--- src/rtl/ecies_pkg.sv ---
`default_nettype none
// ============================================================================
// ecies_pkg : SHA-1 constants, round count and engine state encoding
// Revision  : 1.0
// ============================================================================
package ecies_pkg;

   localparam logic [31:0] c_h0 = 32'h6745_2301;
   localparam logic [31:0] c_h1 = 32'hEFCD_AB89;
   localparam logic [31:0] c_h2 = 32'h98BA_DCFE;
   localparam logic [31:0] c_h3 = 32'h1032_5476;
   localparam logic [31:0] c_h4 = 32'hC3D2_E1F0;

   localparam logic [31:0] c_k0 = 32'h5A82_7999;
   localparam logic [31:0] c_k1 = 32'h6ED9_EBA1;
   localparam logic [31:0] c_k2 = 32'h8F1B_BCDC;
   localparam logic [31:0] c_k3 = 32'hCA62_C1D6;

   localparam int c_rounds = 80;

   typedef enum logic [1:0] {
      S_IDLE  = 2'd0,
      S_ROUND = 2'd1,
      S_FINAL = 2'd2
   } sha1_state_e;

   function automatic logic [31:0] rotl(input logic [31:0] x, input int n);
      return (x << n) | (x >> (32 - n));
   endfunction

endpackage
`default_nettype wire

--- src/rtl/sha1_round.sv ---
`default_nettype none
// ============================================================================
// sha1_round : one combinational SHA-1 compression round
// Revision   : 1.0
// ============================================================================
module sha1_round
   import ecies_pkg::*;
(
   input  logic [31:0] a,
   input  logic [31:0] b,
   input  logic [31:0] c,
   input  logic [31:0] d,
   input  logic [31:0] e,
   input  logic [31:0] wt,
   input  logic [6:0]  t,
   output logic [31:0] a_nxt,
   output logic [31:0] b_nxt,
   output logic [31:0] c_nxt,
   output logic [31:0] d_nxt,
   output logic [31:0] e_nxt
);

   logic [31:0] w_f;
   logic [31:0] w_k;

   always_comb begin
      w_f = b ^ c ^ d;
      w_k = c_k3;
      if (t < 7'd20) begin
         w_f = (b & c) | (~b & d);
         w_k = c_k0;
      end else if (t < 7'd40) begin
         w_f = b ^ c ^ d;
         w_k = c_k1;
      end else if (t < 7'd60) begin
         w_f = (b & c) | (b & d) | (c & d);
         w_k = c_k2;
      end
   end

   assign a_nxt = rotl(a, 5) + w_f + e + w_k + wt;
   assign b_nxt = a;
   assign c_nxt = rotl(b, 30);
   assign d_nxt = c;
   assign e_nxt = d;

endmodule
`default_nettype wire

--- src/rtl/sha1_single_block.sv ---
`default_nettype none
// ============================================================================
// sha1_single_block : SHA-1 over one padded 512-bit block, one round per clock
// Revision          : 1.0
// ============================================================================
module sha1_single_block
   import ecies_pkg::*;
#(
   parameter int MSG_BITS  = 144,
   parameter int HASH_SIZE = 160
)(
   input  logic                 clk,
   input  logic                 rst,
   input  logic                 hashGo,
   input  logic [MSG_BITS-1:0]  msgIn,
   output logic                 hashReady,
   output logic                 hashDone,
   output logic [HASH_SIZE-1:0] hashedOut
);

   sha1_state_e          r_state;
   sha1_state_e          w_state_nxt;
   logic [6:0]           r_t;
   logic [31:0]          r_a, r_b, r_c, r_d, r_e;
   logic [31:0]          w_a_nxt, w_b_nxt, w_c_nxt, w_d_nxt, w_e_nxt;
   logic [31:0]          r_w [16];
   logic [31:0]          w_w_new;
   logic [511:0]         w_block;
   logic                 w_start;
   logic                 w_last_round;
   logic                 r_done;
   logic [HASH_SIZE-1:0] r_digest;

   // Single-block padding: message, a 1 bit, zero fill, 64-bit bit length.
   always_comb begin
      w_block                 = '0;
      w_block[511 -: MSG_BITS] = msgIn;
      w_block[511 - MSG_BITS] = 1'b1;
      w_block[63:0]           = 64'(MSG_BITS);
   end

   // r_w[0] always holds W[t]; the word entering at the top is W[t+16].
   assign w_w_new = rotl(r_w[13] ^ r_w[8] ^ r_w[2] ^ r_w[0], 1);

   sha1_round u_round (
      .a     (r_a),
      .b     (r_b),
      .c     (r_c),
      .d     (r_d),
      .e     (r_e),
      .wt    (r_w[0]),
      .t     (r_t),
      .a_nxt (w_a_nxt),
      .b_nxt (w_b_nxt),
      .c_nxt (w_c_nxt),
      .d_nxt (w_d_nxt),
      .e_nxt (w_e_nxt)
   );

   always_ff @(posedge clk or negedge rst) begin
      if (!rst) begin
         r_state <= S_IDLE;
      end else begin
         r_state <= w_state_nxt;
      end
   end

   always_comb begin
      w_state_nxt = r_state;
      case (r_state)
         S_IDLE:  if (w_start)      w_state_nxt = S_ROUND;
         S_ROUND: if (w_last_round) w_state_nxt = S_FINAL;
         S_FINAL:                   w_state_nxt = S_IDLE;
         default:                   w_state_nxt = S_IDLE;
      endcase
   end

   always_comb begin
      hashReady    = (r_state == S_IDLE);
      w_start      = hashReady & hashGo;
      w_last_round = (r_state == S_ROUND) && (r_t == 7'(c_rounds - 1));
   end

   always_ff @(posedge clk or negedge rst) begin
      if (!rst) begin
         r_t      <= '0;
         r_a      <= '0;
         r_b      <= '0;
         r_c      <= '0;
         r_d      <= '0;
         r_e      <= '0;
         r_done   <= 1'b0;
         r_digest <= '0;
         for (int i = 0; i < 16; i++) r_w[i] <= '0;
      end else begin
         r_done <= 1'b0;
         case (r_state)
            S_IDLE: begin
               if (w_start) begin
                  for (int i = 0; i < 16; i++) r_w[i] <= w_block[511 - 32*i -: 32];
                  r_a <= c_h0;
                  r_b <= c_h1;
                  r_c <= c_h2;
                  r_d <= c_h3;
                  r_e <= c_h4;
                  r_t <= '0;
               end
            end
            S_ROUND: begin
               r_a <= w_a_nxt;
               r_b <= w_b_nxt;
               r_c <= w_c_nxt;
               r_d <= w_d_nxt;
               r_e <= w_e_nxt;
               for (int i = 0; i < 15; i++) r_w[i] <= r_w[i+1];
               r_w[15] <= w_w_new;
               r_t     <= w_last_round ? 7'd0 : r_t + 7'd1;
            end
            S_FINAL: begin
               r_digest <= {c_h0 + r_a, c_h1 + r_b, c_h2 + r_c, c_h3 + r_d, c_h4 + r_e};
               r_done   <= 1'b1;
            end
            default: ;
         endcase
      end
   end

   assign hashDone  = r_done;
   assign hashedOut = r_digest;

endmodule
`default_nettype wire
--- config.mk ---
export PLATFORM = sky130hd
export DESIGN_NAME = sha1_single_block
export DESIGN_NICKNAME = d
export VERILOG_FILES = /design/src/rtl/ecies_pkg.sv /design/src/rtl/sha1_round.sv /design/src/rtl/sha1_single_block.sv
export SDC_FILE = /design/constraint.sdc
export NUM_CORES = 2
export LEC_CHECK = 0
export BUFFER_PORTS_ARGS = -buffer_cell sky130_fd_sc_hd__buf_2
export CORE_UTILIZATION = 33
export CTS_CLUSTER_SIZE = 20
export DETAILED_ROUTE_END_ITERATION = 12
export PLACE_DENSITY = 0.53
export SKIP_LAST_GASP = 1
export SLEW_MARGIN = 20
export SYNTH_ARGS = -nofsm -noshare
export SYNTH_HDL_FRONTEND = slang
export SYNTH_SLANG_ARGS = --single-unit
--- constraint.sdc ---
create_clock -name clk -period 9.75 [get_ports clk]
set_clock_uncertainty 0.1 [all_clocks]
set_input_delay 0 -clock clk [delete_from_list [all_inputs] [get_ports clk]]
set_output_delay 0 -clock clk [all_outputs]
set_load 0.01 [all_outputs]
======== Yosys cells after proc, flatten, opt, wreduce, memory -nomap -nowiden ========
Cells that the tools add are included.
word-level totals
  output and inout bits ................... 162
  register bits after elaboration ......... 842
cells by class
  equal/unequal tests ..................... 5
  mux-type cells .......................... 25
  add/subtract/negate cells ............... 10
  bitwise logic cells ..................... 17
  magnitude comparators ................... 3
  reductions and logical operators ........ 5
operators by type and width
  operator                                                               number
  512-bit case mux with 2 select lines                                   1
  512-bit 2-to-1 mux                                                     1
  32-bit 2-to-1 mux                                                      10
  32-bit case mux with 2 select lines                                    5
  32-bit XOR                                                             5
  32-bit adder                                                           4
  32-bit AND                                                             4
  32-bit adder (first input constant)                                    3
  32-bit bitwise OR                                                      3
  29-bit by 32-bit adder with 32-bit output (first input constant)       1
  31-bit by 32-bit adder with 32-bit output (first input constant)       1
  32-bit inverter                                                        1
  32-bit by 1-bit bitwise OR with 32-bit output                          1
  32-bit by 30-bit bitwise OR with 32-bit output                         1
  32-bit by 5-bit bitwise OR with 32-bit output                          1
  31-bit 2-to-1 mux                                                      1
  7-bit by 6-bit < comparator with 1-bit output (second input constant)  2
  7-bit 2-to-1 mux                                                       2
  7-bit case mux with 2 select lines                                     1
  7-bit by 1-bit adder with 7-bit output (second input constant)         1
  7-bit == test (second input constant)                                  1
  7-bit by 5-bit < comparator with 1-bit output (second input constant)  1
  2-bit 2-to-1 mux                                                       2
  2-bit case mux with 2 select lines                                     1
  other kinds (10)                                                       11

======== Longest topological paths before layout ========
  word-level depth ........................ 11
  mapped depth ............................ 21
  mapped depth without buffers ............ 17

======== Hierarchy ========
From an unflattened synthesis, not the netlist that was laid out.
unflattened totals
  cells, all modules ...................... 3988
  area, all modules ....................... 42238.0 sq um
by module, submodules not included
  module             area an instance (sq um)  cells an instance  instances
  sha1_single_block  35721.8                   3219               1
  sha1_round         6516.2                    769                1

======== Worst setup path after synthesis ========
Ideal clock, no wire load.
  path kind ............................... register to register
  from .................................... register r_t[3]
  to ...................................... register r_a[31]
  setup slack ............................. 5.121 ns
  required time ........................... 9.529 ns
  arrival ................................. 4.408 ns
  buffers on the path ..................... 4
  cell stages (with the launch flop) ...... 22
  setup time .............................. 0.121 ns
  path through ............................ dfrtp_1 clkbuf_1 and3_1 or3_1 buf_2 nand2_4 inv_1 clkbuf_1 fa_1 inv_1 fa_1 inv_1 ha_1 buf_2 a211oi_1 o21bai_1 a21o_1 a21o_1 or3_1 o211ai_2 xnor2_1 a22o_1
on the way
  longest elaborated chain between the ends .. 9
RTL lines
  what                                           line                      text
  start: declaration                             sha1_single_block.sv:23   logic [6:0] r_t;
  start signal: assignment                       sha1_single_block.sv:117  r_t <= w_last_round ? 7'd0 : r_t + 7'd1;
  7-bit by 6-bit < comparator with 1-bit output  sha1_round.sv:35          end else if (t < 7'd60) begin
  32-bit 2-to-1 mux                              sha1_round.sv:35
  32-bit 2-to-1 mux                              sha1_round.sv:32          end else if (t < 7'd40) begin
  32-bit 2-to-1 mux                              sha1_round.sv:29          if (t < 7'd20) begin
  32-bit adder (2 in series)                     sha1_round.sv:41          assign a_nxt = rotl(a, 5) + w_f + e + w_k + wt;
  32-bit adder (*) (2 in series)                 sha1_round.sv:41
  32-bit case mux with 2 select lines (*)        sha1_single_block.sv:97   case (r_state)
  end signal: assignment                         sha1_single_block.sv:101  r_a <= c_h0;
  end signal: assignment                         sha1_single_block.sv:110  r_a <= w_a_nxt;
  end: declaration                               sha1_single_block.sv:24   logic [31:0] r_a, r_b, r_c, r_d, r_e;
Every way passes the cells marked *; elsewhere a longest branch is shown, timed or not.
A chain may end at the register's enable or synchronous reset.

======== Final worst setup path ========
Ends and elaborated chain as after synthesis.

==> key figures <==
Critical path
  – Worst r2r src: r_t[3]
  – CP top delay family: compound AO/OA/AOI/OAI gates
  – Worst reg2reg path depth: 18
  – R2r endpoint: r_a[31]
  – WS Path Type: reg2reg
  – Setup slack, reg-to-reg: 4290 ps
  – Crit path DAT: 5920 ps
  – Cell Chain, Critical Path: and3_1 > or3_1 > buf_4 > nand2_4 > inv_1 > a221oi_1 > fa_1 > inv_1 > ha_1 > fa_1 > a211oi_1 > nor2_1 > o21ai_1 > o31ai_1 > or3_1 > o211ai_2 > xnor2_1 > a22o_1
  – CP Data Required Time: 10210 ps
  – Worst-path maximum fanout: 21
  – CP Capture Type: flop
  – CP Launch Point: r_t[3]
  – Bufs and invs on worst path: 3
  – CP peak stage delay: 650 ps
  – Nature of the critical path startpoint: flop
  – Slowest cell on crit path: o31ai_1

Die
  – Num rows: 129
  – Die Area: 0.126 mm^2
  – Core Region: 0.123 mm^2
  – Initial Util: 0.332
  – I/O pins: 309
  – Chip height: 355 um
  – Die Wd: 355 um

Worst hold path
  – Hold path cells: 4
  – Hold endpoint: r_w[372]
  – Hold Startpoint: msgIn[4]
  – Worst hold path type: in2reg

Synth
  – Synth top area share: 0.513
  – YS warnings: 0
  – Synthesized cell area: 0.0410 mm^2
  – Cell taking the most area after synthesis: dfrtp_1
  – Synthesized flop and latch total: 842
  – FFs w/ async S/R, synth: 1.00
  – Count of cell types in the netlist: 87
  – Sequential area share after synthesis: 0.513
  – Synth cell count leaders: 842 x dfrtp_1, 369 x a22o_1, 328 x o21ai_0
  – Post-synth net total: 4164
  – Post-synth top flop: dfrtp_1
  – Cells after synthesis: 3855
  – Top-count cell post-synth: dfrtp_1
  – Avg Cell Area, Syn: 10.6 um^2
  – Post-synth EDFFs: 0
  – Largest cells by area after synthesis: dfrtp_1 51%, a22o_1 7.9%, fa_1 5.5%

Timing
  – Time the worst path needs with I/O delays and setup: 5460 ps
  – Final setup viols: 0
  – Max-slew violations: 0
  – Hold WS: 44.3 ps
  – Ratio of final minimum period to clock period: 0.560
  – Total Neg Setup Slack: 0 ps
  – Max_slew headroom: 0.283
  – F_max: 183 MHz
  – Final Hold Fails: 0
  – Least-Margin Pin Slew: 1080 ps
  – RSZ-0062 raised after global routing: no
  – Fin worst setup slack: 4290 ps

Route
  – Vias per cell: 5.20
  – Antenna Nets Post-Route: 0
  – Via count: 30814
  – Initial drt markers: 2900
  – Initial DRT Pass Iterations: 5
  – Routed WL: 131000 um
  – Post-route DRC violation count: 0
  – DR WL/cell: 22.1 um

Finish
  – Multi-input logic area: 0.0180 mm^2
  – Register Area: 0.0211 mm^2
  – Fraction of layout cells with a size suffix above 1: 0.129
  – Synth-to-Final Area Change: 20.3%
  – Final net count: 4521
  – Fill count: 11982

CTS
  – Clk_lat worst skew: 710 ps
  – # Post-CTS Setup Buffers: 0
  – H-Tree Depth: 3
  – Total CTS buffers: 94
  – Worst-path clk slew: 60 ps
  – Clock Path Buffers: 3
  – CTS tree: done
  – Clock sink count: 842
  – CTS root buffer: clkbuf_16

GRT
  – First-pass GRT wire length: 200000 um
  – Vias in the first global route: 30886
  – Antenna violations before repair: 3
  – Pin count of the biggest net entering global routing: 232
  – GR Util All Layers: 0.207
  – GRT overflow: 0

Place
  – RePlAce Congestion: 0.886
  – Hpwl dp: 90000 um
  – Setup slack at placement: 4350 ps
  – PortBufs: 308

Job
  – Max Cap Viol: 0

Run status
  – Status: complete, no violations
[worst register-to-register path, cell delays in order (launching register included)]
cell	delay, ps
dfrtp_1	460
and3_1	210
or3_1	350
buf_4	230
nand2_4	250
inv_1	400
a221oi_1	500
fa_1	490
inv_1	70
ha_1	180
fa_1	250
a211oi_1	90
nor2_1	350
o21ai_1	160
o31ai_1	650
or3_1	220
o211ai_2	90
xnor2_1	130
a22o_1	170
[layout by cell type (no fill, tap or decap), types with 22 or more instances in the layout]
cell type	Yosys	routed
nor2b_1	130	128
buf_4	0	29
a22o_1	369	369
o21ai_0	328	328
inv_1	236	236
mux2i_1	35	35
clkbuf_8	0	22
nor2_1	139	138
dfrtp_1	842	840
ha_1	50	50
fa_1	112	112
o21ai_1	59	59
nand3_1	30	30
clkbuf_16	0	94
nand2_1	295	295
dlygate4sd3_1	0	198
buf_2	19	306
xnor2_1	195	195
xor2_1	58	58
a21oi_1	224	224
o22ai_1	29	29
o22a_1	25	25
a2bb2oi_1	22	22
a22oi_1	164	164
[per-stage QoR]
stage	cells	cell area (um^2)	util
2_1_floorplan	3855	41000	-
6_report	5928	49400	0.400
3_3_place_gp	5554	43900	0.356
4_1_cts	5927	49400	0.400
3_5_place_dp	5554	43900	0.356
5_1_grt	5927	49400	0.400
[kinds of logic (layout without fill, tap and decap cells)]
logic type                 count (synthesis)  count (layout)  synth area share
AOI/OAI and AO/OA                       1361            1361             0.227
xor gates and xnor gates                 253             253            0.0540
adders and majority gates                162             162            0.0699
buffers and inverters                    518             953            0.0482
DFF                                      842             842             0.513
muxes                                     36              36           0.00881
other                                      0               1                 0
and+or+nand+nor                          683             683            0.0783
[sequential cells by signal, indices dropped and copies added, names as in the netlist]
name,count
hashDone,1
hashedOut,160
r_a,32
r_b,32
r_c,32
r_d,32
r_e,32
r_state,2
r_t,7
r_w,512
[repair_timing]
action	CTS	global route
endpoints found under the setup margin	0	0
gates resized for setup	0	0
hold buffers	199	0
hold endpoints to repair	250	0
[cell type report]
cell class / count / area share
clock buffers: 128 / 0.0547
well taps: 1637 / 0.0415
flip-flops and latches: 842 / 0.427
inverters: 239 / 0.0182
clock inverters: 46 / 0.0150
repair buffers: 540 / 0.0783
multi-input cells: 2495 / 0.365
diodes: 1 / 0.0000507
[how the worst max path moves through the flow]
stage	end	cells past startpoint	slack, ps
floorplan	r_a[31]	21	5120
global placement	r_a[29]	17	4480
detailed placement	r_a[31]	18	4350
CTS	r_a[31]	18	4310
global route	r_a[31]	18	4050
finish	r_a[31]	18	4290
[routing by layer]
metal,vias up,wire length (um),track usage
met5,-,11,0
met4,2,4260,0.0677
met3,182,6640,0.0321
met2,796,60400,0.322
met1,15551,59400,0.293
li1,14283,-,-
Power is not shown: default switching activity piles up to over one toggle a cycle in this logic, so the estimate is an artifact.
